==> src/rtl/mux_sel_rr_arbiter_if.sv <==
// Request/grant bundle between the requesting sources and the round-robin mux-select arbiter.
// The master side drives requests; the slave side (the arbiter) drives the mux controls.
interface mux_sel_rr_arbiter_if;
  logic [3:0] i_req;
  logic       i_release;
  logic [1:0] o_sel_code;
  logic       o_en;
  logic [3:0] o_grant;
  logic       o_timeout;

  modport master (
    output i_req,
    output i_release,
    input  o_sel_code,
    input  o_en,
    input  o_grant,
    input  o_timeout
  );

  modport slave (
    input  i_req,
    input  i_release,
    output o_sel_code,
    output o_en,
    output o_grant,
    output o_timeout
  );
endinterface

==> src/rtl/mux_sel_rr_arbiter.sv <==
// Round-robin arbiter for four sources driving the select and enable of a 4:1 code mux.
// Each grant is bounded by a hold timer; one idle cycle always separates two grants.
module mux_sel_rr_arbiter #(
  parameter int unsigned MAX_HOLD = 8,
  parameter int unsigned CNT_W    = 4
) (
  input logic                 i_clk,
  input logic                 i_rst,
  mux_sel_rr_arbiter_if.slave bus
);

  typedef enum logic [0:0] {StIdle, StGrant} state_e;

  localparam logic [CNT_W-1:0] CntMax = CNT_W'(MAX_HOLD - 1);

  state_e           state_q, state_d;
  logic [CNT_W-1:0] cnt_q, cnt_d;
  logic [1:0]       last_q, last_d;
  logic [1:0]       sel_q, sel_d;
  logic [3:0]       grant_q, grant_d;
  logic             en_q, en_d;
  logic             timeout_q, timeout_d;

  // Round-robin pick: scan last+1, last+2, ... (mod 4), first requester wins.
  logic       pick_found;
  logic [1:0] pick_idx;
  logic [1:0] cand;

  always_comb begin
    pick_found = 1'b0;
    pick_idx   = last_q;
    cand       = last_q;
    for (int i = 1; i <= 4; i++) begin
      cand = last_q + 2'(i);
      if (!pick_found && bus.i_req[cand]) begin
        pick_found = 1'b1;
        pick_idx   = cand;
      end
    end
  end

  // Grant end conditions; only meaningful while in StGrant.
  logic end_release;
  logic end_dropped;
  logic end_timer;
  logic grant_end;

  always_comb begin
    end_release = bus.i_release;
    end_dropped = !bus.i_req[sel_q];
    end_timer   = (cnt_q == CntMax);
    grant_end   = end_release || end_dropped || end_timer;
  end

  always_comb begin
    state_d   = state_q;
    cnt_d     = cnt_q;
    last_d    = last_q;
    sel_d     = sel_q;
    grant_d   = grant_q;
    en_d      = en_q;
    timeout_d = 1'b0;

    unique case (state_q)
      StIdle: begin
        en_d    = 1'b0;
        grant_d = 4'b0000;
        cnt_d   = '0;
        if (pick_found) begin
          state_d = StGrant;
          sel_d   = pick_idx;
          grant_d = 4'b0001 << pick_idx;
          en_d    = 1'b1;
          last_d  = pick_idx;
        end
      end
      StGrant: begin
        if (grant_end) begin
          state_d   = StIdle;
          en_d      = 1'b0;
          grant_d   = 4'b0000;
          cnt_d     = '0;
          timeout_d = end_timer && !end_release && !end_dropped;
        end else if (cnt_q != CntMax) begin
          cnt_d = cnt_q + CNT_W'(1);
        end
      end
      default: begin
        state_d = StIdle;
        en_d    = 1'b0;
        grant_d = 4'b0000;
        cnt_d   = '0;
      end
    endcase
  end

  always_ff @(posedge i_clk) begin
    if (i_rst) begin
      state_q   <= StIdle;
      cnt_q     <= '0;
      last_q    <= 2'd3;
      sel_q     <= 2'd0;
      grant_q   <= 4'b0000;
      en_q      <= 1'b0;
      timeout_q <= 1'b0;
    end else begin
      state_q   <= state_d;
      cnt_q     <= cnt_d;
      last_q    <= last_d;
      sel_q     <= sel_d;
      grant_q   <= grant_d;
      en_q      <= en_d;
      timeout_q <= timeout_d;
    end
  end

  assign bus.o_sel_code = sel_q;
  assign bus.o_en       = en_q;
  assign bus.o_grant    = grant_q;
  assign bus.o_timeout  = timeout_q;

`ifndef SYNTHESIS
  a_en_matches_grant: assert property (@(posedge i_clk) en_q == (|grant_q));
  a_grant_onehot_sel: assert property (@(posedge i_clk) !en_q || grant_q == (4'b0001 << sel_q));
`endif

endmodule

==> src/flat_wrapper.sv <==
// flat-port wrapper written by rule: the top's interface ports become plain ports
module mux_sel_rr_arbiter_flat 
#(
  parameter int unsigned MAX_HOLD = 8,
  parameter int unsigned CNT_W    = 4
)
  (i_clk, i_rst, bus_i_req, bus_i_release, bus_o_sel_code, bus_o_en, bus_o_grant, bus_o_timeout);
  mux_sel_rr_arbiter_if bus_i ();
  input logic i_clk;
  input logic i_rst;
  input wire logic [$bits(bus_i.i_req)-1:0] bus_i_req;
  input wire logic [$bits(bus_i.i_release)-1:0] bus_i_release;
  output wire logic [$bits(bus_i.o_sel_code)-1:0] bus_o_sel_code;
  output wire logic [$bits(bus_i.o_en)-1:0] bus_o_en;
  output wire logic [$bits(bus_i.o_grant)-1:0] bus_o_grant;
  output wire logic [$bits(bus_i.o_timeout)-1:0] bus_o_timeout;
  assign bus_i.i_req = bus_i_req;
  assign bus_i.i_release = bus_i_release;
  assign bus_o_sel_code = bus_i.o_sel_code;
  assign bus_o_en = bus_i.o_en;
  assign bus_o_grant = bus_i.o_grant;
  assign bus_o_timeout = bus_i.o_timeout;
  mux_sel_rr_arbiter #(.MAX_HOLD(MAX_HOLD), .CNT_W(CNT_W)) u_core (.i_clk(i_clk), .i_rst(i_rst), .bus(bus_i));
endmodule
==> config.mk <==
export PLATFORM = sky130hd
export DESIGN_NAME = mux_sel_rr_arbiter_flat
export DESIGN_NICKNAME = d
export VERILOG_FILES = /design/src/rtl/mux_sel_rr_arbiter_if.sv /design/src/rtl/mux_sel_rr_arbiter.sv /design/src/flat_wrapper.sv
export SDC_FILE = /design/constraint.sdc
export NUM_CORES = 1
export LEC_CHECK = 0
export ABC_AREA = 0
export ABC_CLOCK_PERIOD_IN_PS = 1750
export CAP_MARGIN = 20
export CORE_UTILIZATION = 46
export CTS_CLUSTER_SIZE = 28
export DETAILED_ROUTE_END_ITERATION = 8
export PLACE_DENSITY_LB_ADDON = 0.05
export SYNTH_ARGS = -nofsm -noshare
export SYNTH_HDL_FRONTEND = slang
export SYNTH_SLANG_ARGS = --single-unit
==> constraint.sdc <==
create_clock -name i_clk -period 1.75 [get_ports i_clk]
set_input_delay 0.175 -clock i_clk [delete_from_list [all_inputs] [get_ports i_clk]]
set_output_delay 0.175 -clock i_clk [all_outputs]
set_load 0.03 [all_outputs]
## Word level (Yosys, flattened, before mapping)

Index checks and enable logic that the tools add are counted.

| word-level totals | value |
|---|---|
| bits in registers | 15 |
| bits of input ports | 7 |
| output and inout bits | 8 |
| word-level logic and storage cells | 66 |

| cells by class | value |
|---|---|
| add/sub/neg operators | 4 |
| $lt $le $gt $ge | 5 |
| equality and inequality tests | 4 |
| shift-type cells | 1 |
| multiplexer cells | 29 |
| bitwise logic cells | 2 |
| reductions and logical operators | 14 |

Operators by type and width:

| cell | number |
|---|---|
| 4-bit 2-to-1 mux | 4 |
| 4-bit one-hot mux with 2 select lines | 2 |
| 2-bit by 3-bit < comparator with 1-bit output (second input constant) | 5 |
| 1-bit 2-to-1 mux | 12 |
| 1-bit binary-select mux with 2-bit select | 5 |
| 2-bit 2-to-1 mux | 4 |
| 1-bit logical AND | 5 |
| 1-bit logical NOT | 5 |
| 2-bit adder (second input constant) | 2 |
| 4-bit by 1-bit adder with 4-bit output (second input constant) | 1 |
| 4-bit by 3-bit equality test with 1-bit output (second input constant) | 1 |
| 4-bit by 3-bit inequality test with 1-bit output (second input constant) | 1 |
| 1-bit one-hot mux with 2 select lines | 2 |
| 1-bit by 2-bit << shifter with 4-bit output (first input constant) | 1 |
| 3-bit inequality test (second input constant) | 1 |
| 3-bit OR reduction | 1 |
| 2-bit by 1-bit adder with 2-bit output (second input constant) | 1 |
| 1-bit logical OR | 2 |
| 2-bit inequality test (second input constant) | 1 |
| 1-bit inverter | 2 |
| 2-bit AND reduction | 1 |

## Depth between registers and ports, before layout

| logic depth | value |
|---|---|
| word-level depth | 16 |
| depth in mapped cells | 5 |
| gate-level depth less buffers | 5 |

## Least setup slack after synthesis

No wires, ideal clock.

| path | value |
|---|---|
| path type | reg-to-reg |
| start point | reg u_core.sel_q[1] (netlist: u_core.bus.o_sel_code[1]) |
| end point | reg u_core.grant_q[0] (netlist: u_core.bus.o_grant[0]) |
| setup time | 117 ps |
| data arrival time | 1447 ps |
| data required time | 1633 ps |
| setup slack | 185 ps |
| stages on the path, launching flop included | 4 |
| buffers on the path | 0 |
| clock period less this slack | 1565 ps |
| cell sequence | dfxtp_1 > mux4_2 > and3_4 > a32o_1 |

| on the way | value |
|---|---|
| longest elaborated chain between the ends | 6 |

RTL lines:

| what | RTL line | text |
|---|---|---|
| start: declaration | mux_sel_rr_arbiter.sv:19 | `logic [1:0] sel_q, sel_d;` |
| start signal: assignment | mux_sel_rr_arbiter.sv:110 | `sel_q <= sel_d;` |
| 1-bit binary-select mux with 2-bit select | mux_sel_rr_arbiter.sv:50 | `end_dropped = !bus.i_req[sel_q];` |
| 1-bit 2-to-1 mux (not written as such) | mux_sel_rr_arbiter.sv:50 |  |
| 1-bit logical NOT | mux_sel_rr_arbiter.sv:50 |  |
| 1-bit logical OR (2 in series) | mux_sel_rr_arbiter.sv:52 | `grant_end = end_release \|\| end_dropped \|\| end_timer;` |
| 2-bit inequality test (no source line) | - |  |
| end signal: assignment | mux_sel_rr_arbiter.sv:111 | `grant_q <= grant_d;` |
| end: declaration | mux_sel_rr_arbiter.sv:20 | `logic [3:0] grant_q, grant_d;` |

No other way between the ends. The select of a mux whose other input is x is not followed.
A chain may end at the register's enable or synchronous reset.

## Worst setup path after layout

| path | value |
|---|---|
| start point | reg u_core.sel_q[0] (netlist: u_core.bus.o_sel_code[0]) |
| end point | out bus_o_sel_code[0] |

RTL lines:

| what | RTL line | text |
|---|---|---|
| end: declaration | flat_wrapper.sv:13 | `output wire logic [$bits(bus_i.o_sel_code)-1:0] bus_o_sel_code;` |

No word-level cell between the ends.

==> flow_summary_export.csv <==
group,metric,value,unit
global_routing,grt-ovfl-total,0,
pwr,power_density,937,nW/um^2
global_routing,antenna_found_initial,0,
cts,cts_hold_buf,0,
detailed_routing,drt_wl_total,1220,um
place,io_buffers,14,
worst_setup_path,crit_path_cell_trace,"clkdlybuf4s50_1",
synthesis,synthFlopType,"dfxtp_1",
outcome,status,"finished, final reports clean",
worst_hold_path,hold_class,"flop to flop",
synthesis,post-synth-top-count-cell,"dfxtp_1",
cts,h-tree-depth,1,
timing,fmax,658,MHz
worst_setup_path,required,1.57,ns
detailed_routing,drc,0,
synthesis,synth_top_cells_by_area,"dfxtp_1 (46%), nor2_1 (5.1%), a221oi_4 (4.0%)",
worst_setup_path,critPathMaxStageDelay,0.68,ns
worst_setup_path,path_class,"flop to output pin",
global_routing,grt_max_degree,10,
finish,fillers,119,
synthesis,synth_warnings,0,
cts,cts.path.max_buffers,2,
worst_setup_path,cp_slowest_cell,"clkdlybuf4s50_1",
finish,drive_gt1_frac,0.141,
finish,area_growth,29.9,%
cts,clock_latency,0.28,ns
detailed_routing,via_count,532,
floorplanning,die_w,39.8,um
floorplanning,die_y,39.8,um
floorplanning,core,1320,um^2
cts,cts_resized,0,
synthesis,synth_top_cell_area_share,0.457,
detailed_routing,wl_per_cell,12.2,um
job,cap_viol_max_count,0,
place,gp_congestion,0.761,
timing,worst_clock_skew,0.00809,ns
cts,cts_tree,"yes",
worst_setup_path,cp.buffers_inverters,1,
worst_setup_path,critPathTopFamily,"buffers and inverters",
place,post-place-ws,0.0625,ns
timing,fin_crit,1.52,ns
synthesis,synthTopCellsByCount,"dfxtp_1 (15), nor2_1 (9), nand2_1 (5), a21oi_1 (3), nand2b_1 (3)",
timing,period_share,0.869,
synthesis,async_flop_share,0,
synthesis,synth_area,657,um^2
timing,fin_ws,0.230,ns
detailed_routing,vias_per_cell,5.32,
global_routing,track_usage,0.191,
worst_setup_path,arrival,1.34,ns
cts,clk_pin_slew,0.10,ns
synthesis,ys_types,30,
synthesis,avgSynthCellArea,9.95,um^2
floorplanning,dieArea,1580,um^2
cts,cts_setup_buffers,0,
worst_setup_path,cp-start-kind,"flop",
timing,relSlewSlack,0.763,
detailed_routing,dr.pass1.iters,4,
worst_setup_path,crit_fanout,3,
pwr,power,800,uW
floorplanning,initial_utilization,0.499,
synthesis,synth_nets,74,
timing,slew_violations,0,
timing,rsz0062_at_grt,"no",
global_routing,grt_pass1_wl,1970,um
synthesis,netlist_instances,66,
floorplanning,std_cell_rows,13,
timing,worst_slew_pin_slew,0.356,ns
timing,fin_setup_tns,0,ns
finish,fin_nets,94,
worst_setup_path,worstSetupEndpointType,"output pin",
detailed_routing,drtAntennaViolNets,0,
detailed_routing,drt_iter0_drc,12,
pwr,peakVddDrop,0.466,mV
synthesis,synth-edff-count,0,
cts,numClockSinks,15,
synthesis,yosys.area.top_type,"dfxtp_1",
floorplanning,ios,15,
pwr,cellLeakagePower,0.000324,uW
synthesis,ys_seq_area_frac,0.457,
place,detailed_place_hpwl,941,um
global_routing,first_global_vias,469,
cts,cts_buffers,3,
cts,clock-root-buffer,"clkbuf_4",
timing,final_hold_viol_count,0,
timing,setup_violations,0,
finish,antennaDiodeCount,0,
synthesis,synth_seq_cells,15,
finish,fin_util,0.648,
-- layer usage --
metal | wire length (um) | track usage | vias up
met4 | 11 | 0.103 | 0
met3 | 86 | 0.0511 | 2
met2 | 511 | 0.287 | 15
met1 | 607 | 0.245 | 236
li1 | - | - | 279
met5 | 0 | 0 | -
-- report_power, final --
group / internal, uW / switching, uW / total (uW)
logic: 97.2 / 109 / 206
registers: 370 / 25.7 / 396
clock network: 84.7 / 113 / 198
-- worst register-to-register path: cells and delay by family, from the launching register on --
| kind | cells | cell delay (ns) |
|---|---|---|
| AOI/OAI and AO/OA | 1 | 0.20 |
| DFF | 1 | 0.38 |
| and+or+nand+nor | 1 | 0.19 |
| muxes | 1 | 0.54 |
-- flip-flops by register name (all words and copies together), names as in the netlist --
| register | count |
|---|---|
| u_core.last_q | 2 |
| u_core.bus.o_en | 1 |
| u_core.bus.o_timeout | 1 |
| u_core.state_q | 1 |
| u_core.bus.o_sel_code | 2 |
| u_core.cnt_q | 4 |
| u_core.bus.o_grant | 4 |
-- cell usage in the layout, fill, tap and decap left out, types with 2 or more instances in the layout --
master	n
a32o_1	2
clkdlybuf4s50_1	14
clkbuf_4	3
nand3_1	2
nand2b_1	3
a21oi_1	3
dfxtp_1	15
o21ai_1	2
nor2_1	9
a21o_1	2
buf_4	2
inv_1	2
o21a_1	2
nand2_1	5
-- worst paths after layout --
kind,start,end,slack [ns],cells after the start
setup / recovery,u_core.bus.o_sel_code[0]$_SDFFE_PP0P_,bus_o_sel_code[0],0.23,1
hold / removal,u_core.bus.o_grant[1]$_SDFFE_PP0P_,u_core.bus.o_grant[1]$_SDFFE_PP0P_,0.47,2
setup reg to reg,u_core.bus.o_sel_code[1]$_SDFFE_PP0P_,u_core.bus.o_grant[0]$_SDFFE_PP0P_,0.34,3
hold reg to reg,u_core.bus.o_grant[1]$_SDFFE_PP0P_,u_core.bus.o_grant[1]$_SDFFE_PP0P_,0.47,2
-- cell type report --
cell class / instances / area [um^2] / area share
inverters: 2 / 7.51 / 0.00880
clock buffers: 3 / 22.5 / 0.0264
clock inverters: 1 / 5.00 / 0.00587
well taps: 15 / 18.8 / 0.0220
repair buffers: 16 / 155 / 0.182
flip-flops and latches: 15 / 300 / 0.352
multi-input cells: 48 / 344 / 0.403
-- kinds of logic after synthesis --
| family | after synthesis | share of synthesized area |
|---|---|---|
| buffers and inverters | 3 | 0.0190 |
| multiplexers | 1 | 0.0343 |
| AND/OR/NAND/NOR | 24 | 0.183 |
| XOR/XNOR | 2 | 0.0267 |
| adder cells (fa/ha/maj) | 1 | 0.0190 |
| flip-flops | 15 | 0.457 |
| AO/OA/AOI/OAI | 20 | 0.261 |
-- through the flow --
step / cells / hold slack, ns / cell area, um^2
2_1_floorplan: 66 / 0.379 / 657
3_3_place_gp: 96 / 0.433 / 826
3_5_place_dp: 96 / 0.447 / 826
4_1_cts: 100 / 0.474 / 853
5_1_grt: 100 / 0.493 / 853
6_report: 100 / 0.467 / 853
(Power assumes the default switching activity.)
